**config.mk**
```make
export PLATFORM = sky130hd
export DESIGN_NAME = m16_word_serializer
export DESIGN_NICKNAME = d
export VERILOG_FILES = /design/src/rtl/m16_ser_pkg.sv /design/src/rtl/div_edge_det.sv /design/src/rtl/m16_word_serializer.sv
export SDC_FILE = /design/constraint.sdc
export NUM_CORES = 1
export LEC_CHECK = 0
export CORE_ASPECT_RATIO = 1.25
export CORE_MARGIN = 4
export CORE_UTILIZATION = 54
export DETAILED_ROUTE_END_ITERATION = 12
export PLACE_DENSITY_LB_ADDON = 0.1
export SLEW_MARGIN = 20
export SYNTH_ARGS = -nofsm -noshare
export SYNTH_HDL_FRONTEND = slang
export SYNTH_SLANG_ARGS = --single-unit
```
**constraint.sdc**
```tcl
create_clock -name iClkIN -period 3.2 [get_ports iClkIN]
set_input_delay 0.32 -clock iClkIN [delete_from_list [all_inputs] [get_ports iClkIN]]
set_output_delay 0.32 -clock iClkIN [all_outputs]
set_load 0.005 [all_outputs]
```
**src/rtl/m16_ser_pkg.sv**
```systemverilog
// m16_ser_pkg
//   Shared definitions for the m16 word serializer:
//   - ser_state_e : serializer FSM states (IDLE, SHIFT, PARITY)
//   - DEF_WORD_W  : default data bits per word
//   - even_parity : parity bit that makes the total count of ones even
package m16_ser_pkg;

  typedef enum logic [1:0] {
    ST_IDLE   = 2'd0,
    ST_SHIFT  = 2'd1,
    ST_PARITY = 2'd2
  } ser_state_e;

  localparam int DEF_WORD_W = 16;

  // Widest word the parity helper accepts; narrower words are zero-extended,
  // which leaves the XOR unchanged.
  localparam int MAX_WORD_W = 64;

  function automatic logic even_parity(input logic [MAX_WORD_W-1:0] word);
    return ^word;
  endfunction

endpackage

```
**src/rtl/div_edge_det.sv**
```systemverilog
// div_edge_det
//   Turns the divided clock from the clock divider into a one-cycle tick on
//   each of its rising edges. The divided clock is synchronous to iClkIN, so
//   it is registered once and compared, with no synchronizer.
//   Ports:
//     iClkIN  - system clock
//     reset   - asynchronous, active-low
//     iDivClk - divided clock level
//     oTick   - high for the one iClkIN cycle in which iDivClk has just risen
module div_edge_det (
  input  logic iClkIN,
  input  logic reset,
  input  logic iDivClk,
  output logic oTick
);

  logic d_div_q;
  // Set once iDivClk has been seen low after reset, so a divided clock that
  // is already high when reset releases does not look like a rising edge.
  logic armed_q;

  always_ff @(posedge iClkIN or negedge reset) begin
    if (!reset) begin
      d_div_q <= 1'b0;
      armed_q <= 1'b0;
    end else begin
      d_div_q <= iDivClk;
      if (!iDivClk) begin
        armed_q <= 1'b1;
      end
    end
  end

  assign oTick = iDivClk & ~d_div_q & armed_q;

endmodule

```
**src/rtl/m16_word_serializer.sv**
```systemverilog
// m16_word_serializer
//   Shifts WORD_W-bit words out MSB-first, one bit per rising edge of the
//   divided clock, optionally followed by an even-parity bit. A one-word
//   holding buffer (valid/ready) lets the next word be queued while the
//   current one shifts, so consecutive words stream with no idle bit.
//   Parameters:
//     WORD_W     - data bits per word (2..64)
//     PARITY_EN  - 1: append an even-parity bit to every word
//     IDLE_LEVEL - oSerData level while nothing is being sent
//   Ports:
//     iClkIN     - system clock, all logic on its rising edge
//     reset      - asynchronous, active-low
//     iDivClk    - divided clock, its rising edges pace the bits
//     iData      - word to send, captured when iValid & oReady
//     iValid     - iData is valid
//     oReady     - holding buffer empty
//     oSerData   - serial data
//     oBitStb    - one-cycle pulse whenever oSerData takes a new bit
//     oWordStart - one-cycle pulse with oBitStb on the MSB of each word
//     oBusy      - a word or its parity bit is on the line
//     oUnderrun  - one-cycle pulse when a word ends with the buffer empty
module m16_word_serializer
  import m16_ser_pkg::*;
#(
  parameter int WORD_W     = DEF_WORD_W,
  parameter bit PARITY_EN  = 1'b1,
  parameter bit IDLE_LEVEL = 1'b0
) (
  input  logic              iClkIN,
  input  logic              reset,
  input  logic              iDivClk,
  input  logic [WORD_W-1:0] iData,
  input  logic              iValid,
  output logic              oReady,
  output logic              oSerData,
  output logic              oBitStb,
  output logic              oWordStart,
  output logic              oBusy,
  output logic              oUnderrun
);

  localparam int              CNT_W    = $clog2(WORD_W);
  localparam logic [CNT_W-1:0] LAST_BIT = CNT_W'(WORD_W - 1);

  logic tick;

  div_edge_det u_div_edge_det (
    .iClkIN (iClkIN),
    .reset  (reset),
    .iDivClk(iDivClk),
    .oTick  (tick)
  );

  ser_state_e        state_q, state_d;
  logic [WORD_W-1:0] buf_data_q, buf_data_d;
  logic              buf_full_q, buf_full_d;
  logic              ready_q;
  logic [WORD_W-1:0] sh_q, sh_d;
  logic [CNT_W-1:0]  bit_cnt_q, bit_cnt_d;
  logic              parity_q, parity_d;
  logic              ser_q, ser_d;
  logic              bit_stb_q, bit_stb_d;
  logic              word_start_q, word_start_d;
  logic              underrun_q, underrun_d;
  logic              end_of_word;
  logic              load_word;

  always_ff @(posedge iClkIN or negedge reset) begin
    if (!reset) begin
      state_q      <= ST_IDLE;
      buf_data_q   <= '0;
      buf_full_q   <= 1'b0;
      ready_q      <= 1'b1;
      sh_q         <= '0;
      bit_cnt_q    <= '0;
      parity_q     <= 1'b0;
      ser_q        <= IDLE_LEVEL;
      bit_stb_q    <= 1'b0;
      word_start_q <= 1'b0;
      underrun_q   <= 1'b0;
    end else begin
      state_q      <= state_d;
      buf_data_q   <= buf_data_d;
      buf_full_q   <= buf_full_d;
      // Registered copy of the buffer-empty flag; tracks buf_full_q exactly.
      ready_q      <= ~buf_full_d;
      sh_q         <= sh_d;
      bit_cnt_q    <= bit_cnt_d;
      parity_q     <= parity_d;
      ser_q        <= ser_d;
      bit_stb_q    <= bit_stb_d;
      word_start_q <= word_start_d;
      underrun_q   <= underrun_d;
    end
  end

  always_comb begin
    state_d      = state_q;
    buf_data_d   = buf_data_q;
    buf_full_d   = buf_full_q;
    sh_d         = sh_q;
    bit_cnt_d    = bit_cnt_q;
    parity_d     = parity_q;
    ser_d        = ser_q;
    bit_stb_d    = 1'b0;
    word_start_d = 1'b0;
    underrun_d   = 1'b0;
    end_of_word  = 1'b0;
    load_word    = 1'b0;

    // Accept and load are mutually exclusive: accept needs the buffer empty,
    // load needs it full. A word accepted on a tick therefore waits for the
    // following tick.
    if (iValid && ready_q) begin
      buf_data_d = iData;
      buf_full_d = 1'b1;
    end

    if (tick) begin
      case (state_q)
        ST_IDLE: begin
          load_word = buf_full_q;
        end
        ST_SHIFT: begin
          if (bit_cnt_q != '0) begin
            sh_d      = sh_q << 1;
            ser_d     = sh_q[WORD_W-2];
            bit_stb_d = 1'b1;
            bit_cnt_d = bit_cnt_q - 1'b1;
          end else if (PARITY_EN) begin
            ser_d     = parity_q;
            bit_stb_d = 1'b1;
            state_d   = ST_PARITY;
          end else begin
            end_of_word = 1'b1;
          end
        end
        ST_PARITY: begin
          end_of_word = 1'b1;
        end
        default: begin
          state_d = ST_IDLE;
        end
      endcase

      if (end_of_word) begin
        if (buf_full_q) begin
          load_word = 1'b1;
        end else begin
          ser_d      = IDLE_LEVEL;
          underrun_d = 1'b1;
          state_d    = ST_IDLE;
        end
      end

      // Parity is taken from the word being loaded, so a later buffer write
      // cannot affect the parity bit of the word on the line.
      if (load_word) begin
        sh_d         = buf_data_q;
        ser_d        = buf_data_q[WORD_W-1];
        parity_d     = even_parity(MAX_WORD_W'(buf_data_q));
        bit_cnt_d    = LAST_BIT;
        buf_full_d   = 1'b0;
        bit_stb_d    = 1'b1;
        word_start_d = 1'b1;
        state_d      = ST_SHIFT;
      end
    end
  end

  assign oReady     = ready_q;
  assign oSerData   = ser_q;
  assign oBitStb    = bit_stb_q;
  assign oWordStart = word_start_q;
  assign oBusy      = (state_q != ST_IDLE);
  assign oUnderrun  = underrun_q;

endmodule

```
# Yosys cells after proc, flatten, opt, wreduce, memory -nomap -nowiden
# Index checks and enable logic that the tools add are counted.
# totals
reg_bits	46
in_bits	20
output_inout_bits	6
# classes
addsub	1
eq_ne	2
n_mux	33
bitwise	4
n_reduce_logical	10
# ops
op	n
XOR reduction 64 bit	1
two-way mux 15 bit	3
two-way mux 1 bit	22
two-way mux 4 bit	3
two-way mux 2 bit	4
nonzero test 2 bit	3
case mux 2 bit (2 select lines)	1
nonzero test 4 bit	1
subtractor 4 x 1 -> 4 bit (second input constant)	1
AND reduction 3 bit	1
bitwise AND 1 bit	2
equality test 2 x 1 -> 1 bit (second input constant)	1
equality test 2 bit (second input constant)	1
logical NOT 2 bit	1
NOT 1 bit	2
AND reduction 2 bit	1
OR reduction 2 bit	1
logical AND 1 bit	1

# Logic depth before layout (Yosys ltp)
# Gate-level depths: netlist (run 1).
# depth
depth_word	9
mapped_depth	8

# Hierarchy
# Synthesis (run 1) repeated with hierarchy kept, for this count alone.
# hier_totals
hier_cells	171
hier_area_um2	1989.4
# modules_own_cells
module	instances	cells_each	area_per_inst_um2
m16_word_serializer	1	167	1924.3
div_edge_det	1	4	65.1

# Least setup slack after synthesis (run 1)
# Ideal clock, no wire load.
# synth_path
path_kind	reg2reg
from	register bit_cnt_q[0]
to	register sh_q[10]
t_arrival_ns	1.483
required_ns	3.078
slack_ns	1.595
path_stages_with_launch	9
n_path_buf	1
period_less_slack_ns	1.605
path_cell_list	dfrtp_1 > inv_1 > ha_1 > or3b_4 > nand3_4 > nand2_8 > buf_8 > nor2_1 > a21oi_2
# synth_between
elab_chain_cells	3
# synth_rtl
element	line_no	text
start: declaration	m16_word_serializer.sv:59	logic [CNT_W-1:0] bit_cnt_q, bit_cnt_d;
start signal: assignment	m16_word_serializer.sv:88	bit_cnt_q <= bit_cnt_d;
nonzero test 4 bit	m16_word_serializer.sv:125	if (bit_cnt_q != '0) begin
nonzero test 2 bit (no source line)	--	
AND reduction 3 bit (no source line)	--	
end signal: assignment	m16_word_serializer.sv:74	sh_q <= '0;
end signal: assignment	m16_word_serializer.sv:87	sh_q <= sh_d;
end: declaration	m16_word_serializer.sv:58	logic [WORD_W-1:0] sh_q, sh_d;
# Every way passes these cells.
# A chain may end at the register's enable or synchronous reset.

# Final worst setup path (run 1)
# layout_path
from	register state_q[0]
to	register sh_q[5]
# layout_between
elab_chain_cells	7
word_cells_on_any_way	13
cone_classes	2 x eq/ne; 7 x mux; 4 x reduce/logical
# layout_rtl
element	line_no	text
start: declaration	m16_word_serializer.sv:54	ser_state_e state_q, state_d;
start signal: assignment	m16_word_serializer.sv:82	state_q <= state_d;
equality test 2 bit / logical NOT 2 bit (equally long branches)	m16_word_serializer.sv:120	case (state_q)
two-way mux 1 bit, on equally long branches	--	
two-way mux 1 bit, on equally long branches	m16_word_serializer.sv:119, m16_word_serializer.sv:147	
two-way mux 1 bit	m16_word_serializer.sv:146	if (end_of_word) begin
two-way mux 1 bit	m16_word_serializer.sv:119	if (tick) begin
nonzero test 2 bit (no source line)	--	
AND reduction 3 bit (no source line)	--	
# Parallel ways exist; a longest one is shown, timed or not. The select of a mux whose other input is x is not followed.

==> results of run 1 <==
[Yosys cell counts, types with 2 or more instances]
cell and number:
sky130_fd_sc_hd__nand2_1 14, sky130_fd_sc_hd__mux2i_1 14, sky130_fd_sc_hd__mux2_2 14, sky130_fd_sc_hd__nand2b_1 4, sky130_fd_sc_hd__nor2_1 15, sky130_fd_sc_hd__a21oi_2 6, sky130_fd_sc_hd__xor2_1 2, sky130_fd_sc_hd__o21ai_0 7
sky130_fd_sc_hd__a21oi_1 8, sky130_fd_sc_hd__buf_6 4, sky130_fd_sc_hd__o211ai_1 2, sky130_fd_sc_hd__inv_1 6, sky130_fd_sc_hd__dfrtp_1 45, sky130_fd_sc_hd__buf_2 4, sky130_fd_sc_hd__xnor2_1 15, sky130_fd_sc_hd__nand3_1 2
[logic make-up (layout without fill, tap and decap cells)]
logic type / Yosys count / count (layout) / synth area share (%)
multiplexers: 28 / 28 / 13.9
AND/OR/NAND/NOR: 47 / 47 / 12.0
flip-flops: 46 / 46 / 53.7
adder cells (fa/ha/maj): 1 / 1 / 0.583
XOR/XNOR: 17 / 17 / 6.94
AO/OA/AOI/OAI: 27 / 27 / 8.05
buffers and inverters: 15 / 41 / 4.78
[where the power goes]
part / internal [uW] / leakage (uW) / switching (uW) / total [uW]
Sequential: 824 / 0.000522 / 190 / 1010
Clock: 333 / 0.0000714 / 187 / 520
Combinational: 598 / 0.000523 / 479 / 1080
Total: 1760 / 0.00112 / 856 / 2610
[layout by cell type, fill, tap and decap left out, drive strengths merged, types with 2 or more instances in the layout]
cell type,netlist,layout
a21oi,14,14
buf,9,3
bufinv,0,2
clkbuf,0,6
clkdlybuf4s50,0,24
dfrtp,45,45
inv,6,6
mux2,14,14
mux2i,14,14
nand2,15,15
nand2b,4,4
nand3,3,3
nor2,15,15
o211ai,2,2
o21ai,7,7
or2,2,2
xnor2,15,15
xor2,2,2
[per-stage QoR]
stage / hold WS, ns / total power, uW
3_3_place_gp: 0.466 / 2070
4_1_cts: 0.220 / 2650
5_1_grt: 0.0474 / 2840
3_5_place_dp: 0.480 / 2120
2_1_floorplan: 0.0244 / 1890
6_report: 0.0182 / 2610
[flip-flops by register name, indices dropped and copies added (netlist names)]
| signal | cells |
|---|---|
| bit_cnt_q | 4 |
| buf_data_q | 16 |
| buf_full_q | 1 |
| oBitStb | 1 |
| oReady | 1 |
| oSerData | 1 |
| oUnderrun | 1 |
| oWordStart | 1 |
| parity_q | 1 |
| sh_q | 15 |
| state_q | 2 |
| u_div_edge_det.armed_q | 1 |
| u_div_edge_det.d_div_q | 1 |
[area by class of cell]
type                       count  area share (%)
multi-input combinational    120            35.1
clock inverter                 2            2.37
clock buffer                   6            3.25
inverter                       6           0.888
sequential                    46            45.4
tap                           54            2.66
timing repair buffer          27            10.4
[layer usage]
layer	vias to the layer above	share of wire [%]
met2	26	56
met4	0	2.2
met1	673	39
li1	651	-
met5	-	0
met3	8	3.4
[path summary, 6_finish.rpt]
| check | start | slack [ns] | to | cells after the start |
|---|---|---|---|---|
| max in group asynchronous | reset | 2.80 | buf_data_q[0]$_DFFE_PN0P_ | 1 |
| max | state_q[0]$_DFFE_PN0P_ | 0.98 | sh_q[5]$_DFFE_PN0P_ | 6 |
| min in group iClkIN | parity_q$_DFFE_PN0P_ | 0.50 | parity_q$_DFFE_PN0P_ | 2 |
| min | reset | 0.02 | u_div_edge_det.armed_q$_DFFE_PN0N_ | 1 |
| max reg2reg | state_q[0]$_DFFE_PN0P_ | 0.98 | sh_q[5]$_DFFE_PN0P_ | 6 |
| min reg2reg | parity_q$_DFFE_PN0P_ | 0.50 | parity_q$_DFFE_PN0P_ | 2 |
==> impl_results.html, run 1 <==
<table>
<tr><th>Metric</th><th>Value</th></tr>
<tr><th colspan="2">Run status</th></tr>
<tr><td>Outcome</td><td>complete, no violations</td></tr>
<tr><th colspan="2">STA</th></tr>
<tr><td>Measured slew at the worst slew-check pin</td><td>0.880 ns</td></tr>
<tr><td>Minimum period implied by the final worst setup slack</td><td>between 2 and 2.5 ns</td></tr>
<tr><td>Setup repair after global routing missed its margin</td><td>no</td></tr>
<tr><td>Slew Viols, Final</td><td>0</td></tr>
<tr><td>Final worst setup slack</td><td>~0.98 ns</td></tr>
<tr><td>Number of endpoints with negative hold slack in the final report</td><td>0</td></tr>
<tr><td>Final count of negative-setup-slack endpoints</td><td>0</td></tr>
<tr><td>Final period util</td><td>between 60% and 70%</td></tr>
<tr><td>Summed negative setup slack over all endpoints</td><td>0 ns</td></tr>
<tr><td>Max-slew headroom at the worst pin</td><td>about two fifths</td></tr>
<tr><td>Maximum achievable frequency</td><td>between 400 and 500 MHz</td></tr>
<tr><td>Layout Skew</td><td>between 0.003 and 0.004 ns</td></tr>
<tr><th colspan="2">Floorplanning</th></tr>
<tr><td>Effective utilization at floorplan</td><td>56.2%</td></tr>
<tr><td>Floorplan row count</td><td>25</td></tr>
<tr><td>Floorplan die area</td><td>~5000 sq um</td></tr>
<tr><td>Die H</td><td>78.5 um</td></tr>
<tr><td>Boundary Pins</td><td>26</td></tr>
<tr><td>Horizontal extent of the die</td><td>64.4 um</td></tr>
<tr><td>Core box area</td><td>about 3800 sq um</td></tr>
<tr><th colspan="2">Clocking</th></tr>
<tr><td>Number of setup buffers added after CTS</td><td>0</td></tr>
<tr><td># resized after CTS</td><td>0</td></tr>
<tr><td>Number of hold buffers added after CTS</td><td>0</td></tr>
<tr><td>Clk buf depth</td><td>2</td></tr>
<tr><td>CTS Buf Count</td><td>5</td></tr>
<tr><td>Worst-Skew Late Latency</td><td>0.29 ns</td></tr>
<tr><td>TritonCTS clock tree</td><td>built</td></tr>
<tr><td>Worst-path clk slew</td><td>approximately 0.08 ns</td></tr>
<tr><td>H-tree depth reported by CTS</td><td>2</td></tr>
<tr><td>Clock root buffer master</td><td>sky130_fd_sc_hd__clkbuf_8</td></tr>
<tr><td>Clock sink total</td><td>46</td></tr>
<tr><th colspan="2">Cells and area</th></tr>
<tr><td>Syn-to-layout area delta</td><td>18.3%</td></tr>
<tr><td>Combined area of the multi-input logic cells</td><td>890 sq um</td></tr>
<tr><td>Number of nets at the end of the flow</td><td>227</td></tr>
<tr><td>Share of layout cells above drive strength 1</td><td>about 17%</td></tr>
<tr><td>Final design utilization</td><td>66.5%</td></tr>
<tr><td>Number of antenna cells inserted</td><td>0</td></tr>
<tr><td>Filler Cells Inserted</td><td>about 310</td></tr>
<tr><td>Seq. cell area</td><td>about 1200 sq um</td></tr>
<tr><td>Final instance area</td><td>~2500 sq um</td></tr>
<tr><td>Number of non-filler instances in the completed layout</td><td>between 200 and 300</td></tr>
<tr><th colspan="2">Setup path</th></tr>
<tr><td>Cell breakdown of the critical path</td><td>nand2b_1 &gt; buf_4 &gt; or2_0 &gt; nand2_8 &gt; nor2_1 &gt; a21oi_1</td></tr>
<tr><td>Largest stage delay on the critical path</td><td>slightly above 0.7 ns</td></tr>
<tr><td>Critical Path AT</td><td>roughly 2.4 ns</td></tr>
<tr><td>Crit end category</td><td>register</td></tr>
<tr><td>Kind of start point of the critical path</td><td>register</td></tr>
<tr><td>Buffer and inverter count on the worst path</td><td>1</td></tr>
<tr><td>Max FO, Critical Path</td><td>28</td></tr>
<tr><td>Critical path's top delay family</td><td>simple AND/OR/NAND/NOR gates</td></tr>
<tr><td>Worst EP required</td><td>3.37 ns</td></tr>
<tr><td>Critical-path top delay cell</td><td>sky130_fd_sc_hd__or2_0</td></tr>
<tr><td>Crit Path Category</td><td>register to register</td></tr>
<tr><th colspan="2">Routing</th></tr>
<tr><td>Number of vias after detailed routing</td><td>approximately 1400</td></tr>
<tr><td>Via/cell ratio</td><td>between 5 and 6</td></tr>
<tr><td>Average wire per standard cell</td><td>roughly 15 um</td></tr>
<tr><td>First drt pass iteration count</td><td>4</td></tr>
<tr><td>DRT iter0 DRCs</td><td>100</td></tr>
<tr><td>DRT Wirelength</td><td>3790 um</td></tr>
<tr><td>Final ANT Viol Nets</td><td>0</td></tr>
<tr><td>DRC</td><td>0</td></tr>
<tr><th colspan="2">Placed design</th></tr>
<tr><td>I/O Buffers</td><td>25</td></tr>
<tr><td>Post-detailed-placement cell area</td><td>between 2000 and 2500 sq um</td></tr>
<tr><td>Routability-driven placement congestion ratio</td><td>approximately 0.7</td></tr>
<tr><td>Placed wire-length estimate</td><td>2750 um</td></tr>
<tr><td>Worst Setup Slack post-DPL</td><td>~0.93 ns</td></tr>
<tr><td>Total instance count after detailed placement</td><td>approximately 250</td></tr>
<tr><th colspan="2">Worst hold path</th></tr>
<tr><td>Class of the tightest hold or removal check</td><td>input port to asynchronous set/reset pin</td></tr>
<tr><th colspan="2">GRT</th></tr>
<tr><td>Via count of the first global-routing pass</td><td>1517</td></tr>
<tr><td>Met1 Usage GRT</td><td>about a fifth</td></tr>
<tr><td>Initial antenna violation count</td><td>0</td></tr>
<tr><td>Total overflow reported by the global router</td><td>0</td></tr>
<tr><td>Met3 Track Usage GR</td><td>~4.0%</td></tr>
<tr><td>Global-route total usage across every layer</td><td>18.1%</td></tr>
<tr><td>Wire length of the first global-routing pass</td><td>between 7000 and 8000 um</td></tr>
<tr><td>Largest net degree at the start of global routing</td><td>between 40 and 50</td></tr>
<tr><td>Met2 routing resource usage after global routing</td><td>~32%</td></tr>
<tr><td>GRT busiest layer</td><td>met2</td></tr>
<tr><th colspan="2">Logic synthesis</th></tr>
<tr><td>Portion of synthesized cell area occupied by the leading cell type</td><td>52.5%</td></tr>
<tr><td>Flip-flop cell with the highest count after synthesis</td><td>sky130_fd_sc_hd__dfrtp_1</td></tr>
<tr><td>Mapped cell area</td><td>between 2000 and 2500 sq um</td></tr>
<tr><td>Post-synthesis sequential area ratio</td><td>between 50 and 60%</td></tr>
<tr><td>Synth warnings</td><td>0</td></tr>
<tr><td>Syn Nets</td><td>just over 200</td></tr>
<tr><td>Synthesized area per cell</td><td>11.8 sq um</td></tr>
<tr><td>Top cells by area, synth</td><td>sky130_fd_sc_hd__dfrtp_1 (53%), sky130_fd_sc_hd__mux2_2 (7.4%), sky130_fd_sc_hd__mux2i_1 (6.5%)</td></tr>
<tr><td>Netlist cell types</td><td>35</td></tr>
<tr><td>Top cell type by total area after synthesis</td><td>sky130_fd_sc_hd__dfrtp_1</td></tr>
<tr><td>Synth Register Bits</td><td>46</td></tr>
<tr><td>Number of flops mapped to enable cells by yosys</td><td>0</td></tr>
<tr><td>Share of synthesized registers carrying an async set or reset</td><td>100%</td></tr>
<tr><td>Cells after Synth</td><td>~180</td></tr>
<tr><th colspan="2">Power and ir drop</th></tr>
<tr><td>Leakage power figure</td><td>0.00112 uW</td></tr>
<tr><td>Power Dens Cells</td><td>slightly above 1000 nW/um^2</td></tr>
<tr><td>Largest voltage drop on the vdd net</td><td>0.479 mV</td></tr>
<tr><th colspan="2">Job</th></tr>
<tr><td>Max_cap viols</td><td>0</td></tr>
</table>
(Power assumes the default switching activity.)
==> run 2, diff against run 1 <==
==> constraint.sdc (replaced) <==
create_clock -name iClkIN -period 2.2 [get_ports iClkIN]
set_input_delay 0.22 -clock iClkIN [delete_from_list [all_inputs] [get_ports iClkIN]]
set_output_delay 0.22 -clock iClkIN [all_outputs]
set_load 0.005 [all_outputs]
==> run 2 against run 1 <==
Effect of this change: count of clock-buffer cells in the layout rose by 1; register-to-register slack got worse by 0.52 ns; first-iteration DRC count fell by 18%; via count rose by 0.29%; die area did not move; non-clock buffer count rose by 3; critical path depth rose by 1.
==> impl_results.html, run 2 (synthesized netlist as in run 1, its figures left out) <==
<table>
<tr><th>Metric</th><th>Value</th></tr>
<tr><th colspan="2">Setup path</th></tr>
<tr><td>Kind of start point of the critical path</td><td>register</td></tr>
<tr><td>Worst EP required</td><td>2.38 ns (-0.99 ns)</td></tr>
<tr><td>Critical Path AT</td><td>1.92 ns (-0.47 ns)</td></tr>
<tr><td>Count of cells along the worst register-to-register path</td><td>7 (+1)</td></tr>
<tr><td>Max FO, Critical Path</td><td>28 (unchanged)</td></tr>
<tr><td>R2r setup slk</td><td>0.46 ns (-0.52 ns)</td></tr>
<tr><td>Crit end category</td><td>register</td></tr>
<tr><td>FF-to-FF Start</td><td>bit_cnt_q[0]$_DFFE_PN0P_</td></tr>
<tr><td>Crit Path Category</td><td>register to register</td></tr>
<tr><td>R2r endpoint</td><td>sh_q[9]$_DFFE_PN0P_</td></tr>
<tr><th colspan="2">Routing</th></tr>
<tr><td>DRC</td><td>0 (unchanged)</td></tr>
<tr><td>DRT iter0 DRCs</td><td>82 (-18%)</td></tr>
<tr><td>First drt pass iteration count</td><td>5 (+1)</td></tr>
<tr><td>DRT Wirelength</td><td>3830 um (+1.1%)</td></tr>
<tr><td>Number of vias after detailed routing</td><td>1362 (+0.29%)</td></tr>
<tr><td>Via/cell ratio</td><td>5.18 (-0.47%)</td></tr>
<tr><td>Average wire per standard cell</td><td>14.5 um (+0.29%)</td></tr>
<tr><td>Final ANT Viol Nets</td><td>0 (unchanged)</td></tr>
<tr><th colspan="2">Clocking</th></tr>
<tr><td>H-tree depth reported by CTS</td><td>2 (unchanged)</td></tr>
<tr><td>CTS Buf Count</td><td>5 (unchanged)</td></tr>
<tr><td># resized after CTS</td><td>0 (unchanged)</td></tr>
<tr><td>TritonCTS clock tree</td><td>built</td></tr>
<tr><td>Clock sink total</td><td>46 (unchanged)</td></tr>
<tr><td>Worst-Skew Late Latency</td><td>0.30 ns (about the same)</td></tr>
<tr><td>Worst-path clk slew</td><td>0.08 ns (about the same)</td></tr>
<tr><td>Clk buf depth</td><td>2 (unchanged)</td></tr>
<tr><td>Clock root buffer master</td><td>sky130_fd_sc_hd__clkbuf_8</td></tr>
<tr><th colspan="2">Floorplanning</th></tr>
<tr><td>Floorplan die area</td><td>5050 sq um (unchanged)</td></tr>
<tr><td>Horizontal extent of the die</td><td>64.4 um (unchanged)</td></tr>
<tr><td>Boundary Pins</td><td>26 (unchanged)</td></tr>
<tr><td>Floorplan row count</td><td>25 (unchanged)</td></tr>
<tr><td>Core box area</td><td>3820 sq um (unchanged)</td></tr>
<tr><td>Die H</td><td>78.5 um (unchanged)</td></tr>
<tr><td>Effective utilization at floorplan</td><td>56.2% (unchanged)</td></tr>
<tr><th colspan="2">Cells and area</th></tr>
<tr><td>Syn-to-layout area delta</td><td>16.9%</td></tr>
<tr><td>Flip-flop count of the largest register after layout</td><td>16 (unchanged)</td></tr>
<tr><td>Leading registers by flop count</td><td>buf_data_q: 16 flops, sh_q: 15 flops, bit_cnt_q: 4 flops</td></tr>
<tr><td>Final design utilization</td><td>65.7% (-0.82 points)</td></tr>
<tr><td>Commonest cells after routing, fill and taps aside</td><td>sky130_fd_sc_hd__dfrtp_1 (45), sky130_fd_sc_hd__clkdlybuf4s50_1 (24), sky130_fd_sc_hd__nor2_1 (15), sky130_fd_sc_hd__xnor2_1 (15)</td></tr>
<tr><td>Number of nets at the end of the flow</td><td>230 (+1.3%)</td></tr>
<tr><td>Largest Register</td><td>buf_data_q</td></tr>
<tr><td>Share of layout cells above drive strength 1</td><td>16.7% (-0.64 points)</td></tr>
<tr><td>Number of antenna cells inserted</td><td>0 (unchanged)</td></tr>
<tr><td>Most frequent standard cell in the layout excluding fill and tap cells</td><td>sky130_fd_sc_hd__dfrtp_1</td></tr>
<tr><td>Filler Cells Inserted</td><td>319 (+1.6%)</td></tr>
<tr><th colspan="2">STA</th></tr>
<tr><td>Layout Skew</td><td>0.00732 ns (+0.00333 ns)</td></tr>
<tr><td>Slew Viols, Final</td><td>0 (unchanged)</td></tr>
<tr><td>Setup repair after global routing missed its margin</td><td>no</td></tr>
<tr><td>Maximum achievable frequency</td><td>575 MHz (+28%)</td></tr>
<tr><td>Number of endpoints with negative hold slack in the final report</td><td>0 (unchanged)</td></tr>
<tr><td>Minimum period implied by the final worst setup slack</td><td>1.74 ns (-0.482 ns)</td></tr>
<tr><td>Summed negative setup slack over all endpoints</td><td>0 ns (unchanged)</td></tr>
<tr><td>Measured slew at the worst slew-check pin</td><td>0.480 ns (-0.400 ns)</td></tr>
<tr><td>Final count of negative-setup-slack endpoints</td><td>0 (unchanged)</td></tr>
<tr><td>Final period util</td><td>79.0% (+9.6 points)</td></tr>
<tr><td>Max-slew headroom at the worst pin</td><td>68.0% (+27 points)</td></tr>
<tr><th colspan="2">Placed design</th></tr>
<tr><td>Routability-driven placement congestion ratio</td><td>0.787 (+11%)</td></tr>
<tr><td>Placed wire-length estimate</td><td>2770 um (+0.94%)</td></tr>
<tr><td>I/O Buffers</td><td>25 (unchanged)</td></tr>
<tr><th colspan="2">GRT</th></tr>
<tr><td>Wire length of the first global-routing pass</td><td>7000 um (-1.4%)</td></tr>
<tr><td>Via count of the first global-routing pass</td><td>1492 (-1.6%)</td></tr>
<tr><td>Global-route total usage across every layer</td><td>18.1% (+0.025 points)</td></tr>
<tr><td>Largest net degree at the start of global routing</td><td>47 (unchanged)</td></tr>
<tr><td>Initial antenna violation count</td><td>0 (unchanged)</td></tr>
<tr><td>Total overflow reported by the global router</td><td>0 (unchanged)</td></tr>
<tr><th colspan="2">Power and ir drop</th></tr>
<tr><td>Power Dens Cells</td><td>1410 nW/um^2 (+37%)</td></tr>
<tr><td>Leakage power figure</td><td>0.00110 uW (-1.5%)</td></tr>
<tr><td>Largest voltage drop on the vdd net</td><td>0.775 mV (+62%)</td></tr>
<tr><th colspan="2">Worst hold path</th></tr>
<tr><td>Class of the tightest hold or removal check</td><td>input port to asynchronous set/reset pin</td></tr>
<tr><th colspan="2">Run status</th></tr>
<tr><td>Outcome</td><td>complete, no violations</td></tr>
<tr><th colspan="2">Job</th></tr>
<tr><td>Max_cap viols</td><td>0 (unchanged)</td></tr>
</table>
run 2: worst max-delay path by stage:
stage	startpoint	endpoint	slack [ns]	depth (start not counted)
2_1_floorplan	bit_cnt_q[0]$_DFFE_PN0P_	sh_q[10]$_DFFE_PN0P_	0.59	8
3_3_place_gp	iDivClk	bit_cnt_q[3]$_DFFE_PN0P_	0.37	6
3_5_place_dp	iDivClk	bit_cnt_q[3]$_DFFE_PN0P_	0.31	6
4_1_cts	bit_cnt_q[0]$_DFFE_PN0P_	sh_q[13]$_DFFE_PN0P_	0.44	7
5_1_grt	bit_cnt_q[0]$_DFFE_PN0P_	sh_q[5]$_DFFE_PN0P_	0.34	7
6_report	bit_cnt_q[0]$_DFFE_PN0P_	sh_q[9]$_DFFE_PN0P_	0.46	7
run 2: critical path, cell delays in order (launching register included):
cell and delay (ns):
sky130_fd_sc_hd__dfrtp_1 0.38, sky130_fd_sc_hd__inv_1 0.09, sky130_fd_sc_hd__ha_1 0.19, sky130_fd_sc_hd__or3b_4 0.42
sky130_fd_sc_hd__nand3_4 0.17, sky130_fd_sc_hd__nand2_8 0.15, sky130_fd_sc_hd__nor2_1 0.17, sky130_fd_sc_hd__a21oi_2 0.04
run 2: metrics by stage:
stage	setup WS (ns)	instance area [sq um]	instances	hold slack (ns)	power, uW
floorplan	0.595	2140	181	-0.0756	2750
global placement	0.365	2420	255	0.217	3010
detailed placement	0.313	2420	255	0.225	3100
CTS	0.443	2510	263	0.429	3590
global route	0.336	2510	263	0.453	3820
finish	0.462	2510	263	0.430	3540
run 2: repair_timing:
action                    CTS  global route
hold endpoints to repair   45             0
buffers inserted            0             0
hold buffers                1             0
run 2: layer usage:
metal	global-route usage, %	part of all wire (%)	vias up
li1	-	-	659
met1	21.3	40	678
met2	31.2	55	19
met3	4.58	2.9	6
met4	7.61	2.0	0
met5	0	0	-
run 2: power breakdown:
| group | leakage [uW] | switching [uW] | internal (uW) |
|---|---|---|---|
| logic | 0.000540 | 699 | 875 |
| registers | 0.000522 | 279 | 1200 |
| clock network | 0.0000383 | 268 | 219 |
run 2: final cells by class:
cell class	count	area [sq um]	area share, %
flip-flops and latches	46	1150	46.0
repair buffers	30	298	11.9
well taps	54	67.6	2.70
multi-input cells	120	890	35.5
clock buffers	7	76.3	3.05
inverters	6	22.5	0.899
